$ cat src/rtl/fetch_decode_latch_pkg.sv
// fetch_decode_latch_pkg: shared NOP encoding and FSM state type for the fetch/decode latch
package fetch_decode_latch_pkg;
  localparam logic [15:0] NOP_INSTR = 16'h0800;
  typedef enum logic {RUN = 1'b0, DROP = 1'b1} state_t;
endpackage

$ cat src/rtl/fetch_decode_latch_if.sv
// fetch_decode_latch_if: fetch-side inputs and decode-side outputs of the fetch/decode latch
// master drives PC_f, instruction_f, instrValid_f, stall, flush; sees PC_d, instruction_d, valid_d, fetchStall, bubbleCnt
// slave is the latch itself
interface fetch_decode_latch_if;
  logic [15:0] PC_f;
  logic [15:0] instruction_f;
  logic        instrValid_f;
  logic        stall;
  logic        flush;
  logic [15:0] PC_d;
  logic [15:0] instruction_d;
  logic        valid_d;
  logic        fetchStall;
  logic [15:0] bubbleCnt;
  modport master (
    output PC_f, instruction_f, instrValid_f, stall, flush,
    input  PC_d, instruction_d, valid_d, fetchStall, bubbleCnt
  );
  modport slave (
    input  PC_f, instruction_f, instrValid_f, stall, flush,
    output PC_d, instruction_d, valid_d, fetchStall, bubbleCnt
  );
endinterface

$ cat src/rtl/fetch_decode_latch_reg.sv
// fetch_decode_latch_reg: plain write-enabled register; reset values are muxed in by the caller
// clk: clock, writeEn: load enable, d: next value, q: stored value
module fetch_decode_latch_reg #(
  parameter int WIDTH = 16
) (
  input  logic             clk,
  input  logic             writeEn,
  input  logic [WIDTH-1:0] d,
  output logic [WIDTH-1:0] q
);
  always_ff @(posedge clk)
    if (writeEn) q <= d;
endmodule

$ cat src/rtl/fetch_decode_latch.sv
// fetch_decode_latch: IF/ID pipeline register with stall, flush, miss-drop FSM and optional bubble counter
// clk: clock, rst: sync active-high reset, bus: fetch_decode_latch_if.slave (fetch inputs, decode outputs)
// FD_LATCH_BUBBLE_CNT_EN: when defined, bubbleCnt counts saturating bubble loads; otherwise tied to zero
module fetch_decode_latch
  import fetch_decode_latch_pkg::*;
(
  input  logic                 clk,
  input  logic                 rst,
  fetch_decode_latch_if.slave  bus
);
  state_t      state, state_nx;
  logic        valid_q, valid_nx, take, we;
  logic [15:0] pc_nx, ins_nx;
  // a valid word is only captured in RUN; in DROP it is the stale response to the squashed fetch
  assign take = (state == RUN) & bus.instrValid_f;
  assign we = ~bus.stall | bus.flush | rst;
  always_comb begin
    pc_nx = rst ? 16'h0000 : (bus.flush | take) ? bus.PC_f : bus.PC_d;
    ins_nx = (~rst & ~bus.flush & take) ? bus.instruction_f : NOP_INSTR;
    valid_nx = (rst | bus.flush) ? 1'b0 : bus.stall ? valid_q : take;
    state_nx = rst ? RUN
             : bus.flush ? (bus.instrValid_f ? RUN : DROP)
             : bus.stall ? state
             : (state == DROP & bus.instrValid_f) ? RUN : state;
  end
  always_ff @(posedge clk) begin
    state <= state_nx;
    valid_q <= valid_nx;
  end
  fetch_decode_latch_reg #(.WIDTH(16)) u_pc_reg (
    .clk(clk), .writeEn(we), .d(pc_nx), .q(bus.PC_d)
  );
  fetch_decode_latch_reg #(.WIDTH(16)) u_ins_reg (
    .clk(clk), .writeEn(we), .d(ins_nx), .q(bus.instruction_d)
  );
  assign bus.valid_d = valid_q;
  assign bus.fetchStall = bus.stall & ~bus.flush;
`ifdef FD_LATCH_BUBBLE_CNT_EN
  logic [15:0] cnt;
  always_ff @(posedge clk)
    if (rst) cnt <= 16'h0000;
    else if (we & ~valid_nx & ~&cnt) cnt <= cnt + 16'd1;
  assign bus.bubbleCnt = cnt;
`else
  assign bus.bubbleCnt = 16'h0000;
`endif
endmodule

$ cat src/flat_wrapper.sv
// flat-port wrapper written by rule: the top's interface ports become plain ports
module fetch_decode_latch_flat import fetch_decode_latch_pkg::*;
  (clk, rst, bus_PC_f, bus_instruction_f, bus_instrValid_f, bus_stall, bus_flush, bus_PC_d, bus_instruction_d, bus_valid_d, bus_fetchStall, bus_bubbleCnt);
  fetch_decode_latch_if bus_i ();
  input  logic clk;
  input  logic rst;
  input wire logic [$bits(bus_i.PC_f)-1:0] bus_PC_f;
  input wire logic [$bits(bus_i.instruction_f)-1:0] bus_instruction_f;
  input wire logic [$bits(bus_i.instrValid_f)-1:0] bus_instrValid_f;
  input wire logic [$bits(bus_i.stall)-1:0] bus_stall;
  input wire logic [$bits(bus_i.flush)-1:0] bus_flush;
  output wire logic [$bits(bus_i.PC_d)-1:0] bus_PC_d;
  output wire logic [$bits(bus_i.instruction_d)-1:0] bus_instruction_d;
  output wire logic [$bits(bus_i.valid_d)-1:0] bus_valid_d;
  output wire logic [$bits(bus_i.fetchStall)-1:0] bus_fetchStall;
  output wire logic [$bits(bus_i.bubbleCnt)-1:0] bus_bubbleCnt;
  assign bus_i.PC_f = bus_PC_f;
  assign bus_i.instruction_f = bus_instruction_f;
  assign bus_i.instrValid_f = bus_instrValid_f;
  assign bus_i.stall = bus_stall;
  assign bus_i.flush = bus_flush;
  assign bus_PC_d = bus_i.PC_d;
  assign bus_instruction_d = bus_i.instruction_d;
  assign bus_valid_d = bus_i.valid_d;
  assign bus_fetchStall = bus_i.fetchStall;
  assign bus_bubbleCnt = bus_i.bubbleCnt;
  fetch_decode_latch u_core (.clk(clk), .rst(rst), .bus(bus_i));
endmodule
$ cat config.mk
export PLATFORM = sky130hd
export DESIGN_NAME = fetch_decode_latch_flat
export DESIGN_NICKNAME = d
export VERILOG_FILES = /design/src/rtl/fetch_decode_latch_pkg.sv /design/src/rtl/fetch_decode_latch_if.sv /design/src/rtl/fetch_decode_latch_reg.sv /design/src/rtl/fetch_decode_latch.sv /design/src/flat_wrapper.sv
export SDC_FILE = /design/constraint.sdc
export NUM_CORES = 1
export LEC_CHECK = 0
export ABC_CLOCK_PERIOD_IN_PS = 2470
export BUFFER_PORTS_ARGS = -buffer_cell sky130_fd_sc_hd__buf_2
export CAP_MARGIN = 30
export CORE_ASPECT_RATIO = 0.5
export CORE_UTILIZATION = 35
export CTS_CLUSTER_SIZE = 30
export DETAILED_ROUTE_END_ITERATION = 6
export GPL_TIMING_DRIVEN = 0
export PLACE_DENSITY = 0.64
export REMOVE_ABC_BUFFERS = 1
export SETUP_SLACK_MARGIN = 0.05
export SYNTH_ARGS = -nofsm -noshare
export SYNTH_HDL_FRONTEND = slang
export SYNTH_HIERARCHICAL = 1
export SYNTH_SLANG_ARGS = --single-unit
$ cat constraint.sdc
create_clock -name clk -period 2.47 [get_ports clk]
set_input_delay 0.247 -clock clk [delete_from_list [all_inputs] [get_ports clk]]
set_output_delay 0.247 -clock clk [all_outputs]
set_load 0.1 [all_outputs]
==> flow_summary.ini <==
[critical_path]
arrival_ns = 1.58
worstPathRequired_ns = 2.47
cp-start-kind = flop
end_kind = flop
crit_type = flop to flop
critPathMaxFanout = 16

[synthesis]
syn_area_sq_mm = 0.001718
synth_cell_types = 20
synth_top_area_share_pct = 55.94
synthCells = 132
yosysTopAreaCell = edfxtp_1
synth-seq-cells = 34
ys_seq_area_share_pct = 58.27
yosys_warnings = 6
synth_area_leaders = edfxtp_1 (56%), nand2b_1 (12%), mux2i_1 (9.3%), buf_4 (7.0%), and2_1 (5.5%)
syn_avg_cell_area_sq_um = 13.01

[timing]
relSlewSlack_pct = 46.12
finClkSkew_ns = 0.002840
finalSetupViolCount = 0
grt_setup_unrepaired = no
fin_crit_sh_pct = 63.73
worstMarginPinSlew_ns = 0.8082
slew_viol_final = 0
holdWs_ns = 0.2223
finalHoldViolations = 0
setup_ws_ns = 0.8959
min_period_ns = 1.574
fmax_ghz = 0.6353

[global_route]
grtUsageMet3_pct = 3.898
grt_max_degree = 37
grt_pass1_wl_um = 4567
gr-usage-met1_pct = 13.45
grt_pass1_vias = 982
grtUsageMet2_pct = 20.41
grt_overflow = 0
grt-busiest-layer = met2
antenna_found_initial = 0
grt_usage_pct = 11.88

[routing]
avgRoutedWirePerCell_um = 11.13
final_antenna_net_count = 0
drc_errors = 0
via_per_inst = 4.045
vias = 1088
drtIter0Drc = 20
wl_um = 2995
drtPass1Iterations = 5

[floorplanning]
ios = 87
start_util_pct = 37.74
die-area_sq_mm = 0.005210
row_count = 17
core_sq_mm = 0.004552
die_x_um = 101.1
die_h_um = 51.54

[final_layout]
syn_to_final_growth_pct = 26.88
final_cell_mix = buf_2 (70), nand2b_1 (32), edfxtp_1 (32)
fin_nets = 239
insertedDiodeCount = 0
final_common_cell = buf_2
finalCoreUtilization_pct = 47.88
drive_gt1_share_pct = 39.90

[pwr]
p_per_area_mw_per_mm2 = 843.8
leakagePower_nw = 1.007
finalPower_mw = 1.839
vdd_drop_max_uv = 261.5

[clocking]
clk_pin_slew_ns = 0.07
clk_latency_ns = 0.28
cts_htree_levels = 2
cts_tree = built
cts_resized = 0
cts.path.max_buffers = 2
clkSinkCount = 34
cts_setup_buffers = 0
cts_hold_buf = 0
cts_root_buffer = clkbuf_8
numCtsBuffers = 5

[place]
io_buffers = 70
gp_congestion = 0.7012
dp_hpwl_um = 2054
dp_worst_setup_slack_ns = 0.6353

[run_status]
outcome = complete, no violations

[flow_run]
drv_cap = 0

[hold_path]
hold_path_class = input port to flop
-- where the power goes --
part	internal, mW	total (mW)	switching [mW]
logic	0.0820	0.551	0.469
clock network	0.399	0.596	0.196
registers	0.676	0.692	0.0168
total	1.16	1.84	0.682
-- Yosys cell counts, drive strengths merged --
library cell / n
and2: 15
nand2b: 33
edfxtp: 32
a21oi: 2
nor3: 2
inv: 1
mux2i: 16
conb: 1
nor4b: 1
clkbuf: 3
nor3b: 1
dfxtp: 2
buf: 19
nor2b: 2
nor2: 1
or2b: 1
-- metal layers --
layer	up-vias	share of wire, %
met5	-	0
met4	0	1.3
met3	5	5.4
met2	37	51
met1	494	43
li1	552	-
-- final timing paths --
kind | slack, ns | endpoint | from | cells after the start
setup / recovery | 0.90 | u_core/u_pc_reg/q[7] | u_core/state | 3
hold / removal | 0.22 | u_core/u_ins_reg/q[11] | bus_instruction_f[11] | 2
setup reg to reg | 0.90 | u_core/u_pc_reg/q[7] | u_core/state | 3
hold reg to reg | 0.54 | u_core/bus.valid_d | u_core/bus.valid_d | 2
-- worst max-delay path, cell delays in order (launching register included) --
cell and delay [ns]:
dfxtp_1 0.45, inv_2 0.07, a21oi_4 0.59, mux2i_1 0.17
-- cell type report --
cell class	count	area, sq um
clock buffers	5	68.82
clock inverters	3	63.81
fillers	447	2372
inverters	1	3.754
multi-input cells	90	609.3
flip-flops and latches	34	1001
well taps	66	82.58
repair buffers	70	350.3
-- flip-flops by register name, summed over array words and instances, names as in the netlist --
signal	flops
u_core/state	1
u_core/u_ins_reg/q	16
u_core/bus.valid_d	1
u_core/u_pc_reg/q	16
-- cell families (layout without fill, tap and decap cells) --
logic type	count (synthesis)	after routing	synth area share (%)
and+or+nand+nor	56	56	21.27
buffers and inverters	23	79	9.687
AOI/OAI and AO/OA	2	2	1.238
other	1	16	0.2183
DFF	34	34	58.27
muxes	16	16	9.322
-- metrics by stage --
stage | cell area [sq um] | setup TNS, ns | std cells
after floorplan | 1612 | -25.14 | 125
after global placement | 2044 | 0 | 261
after detailed placement | 2047 | 0 | 261
after CTS | 2180 | 0 | 269
after global routing | 2180 | 0 | 269
final | 2180 | 0 | 269
Power figures use the tool's default switching activity.
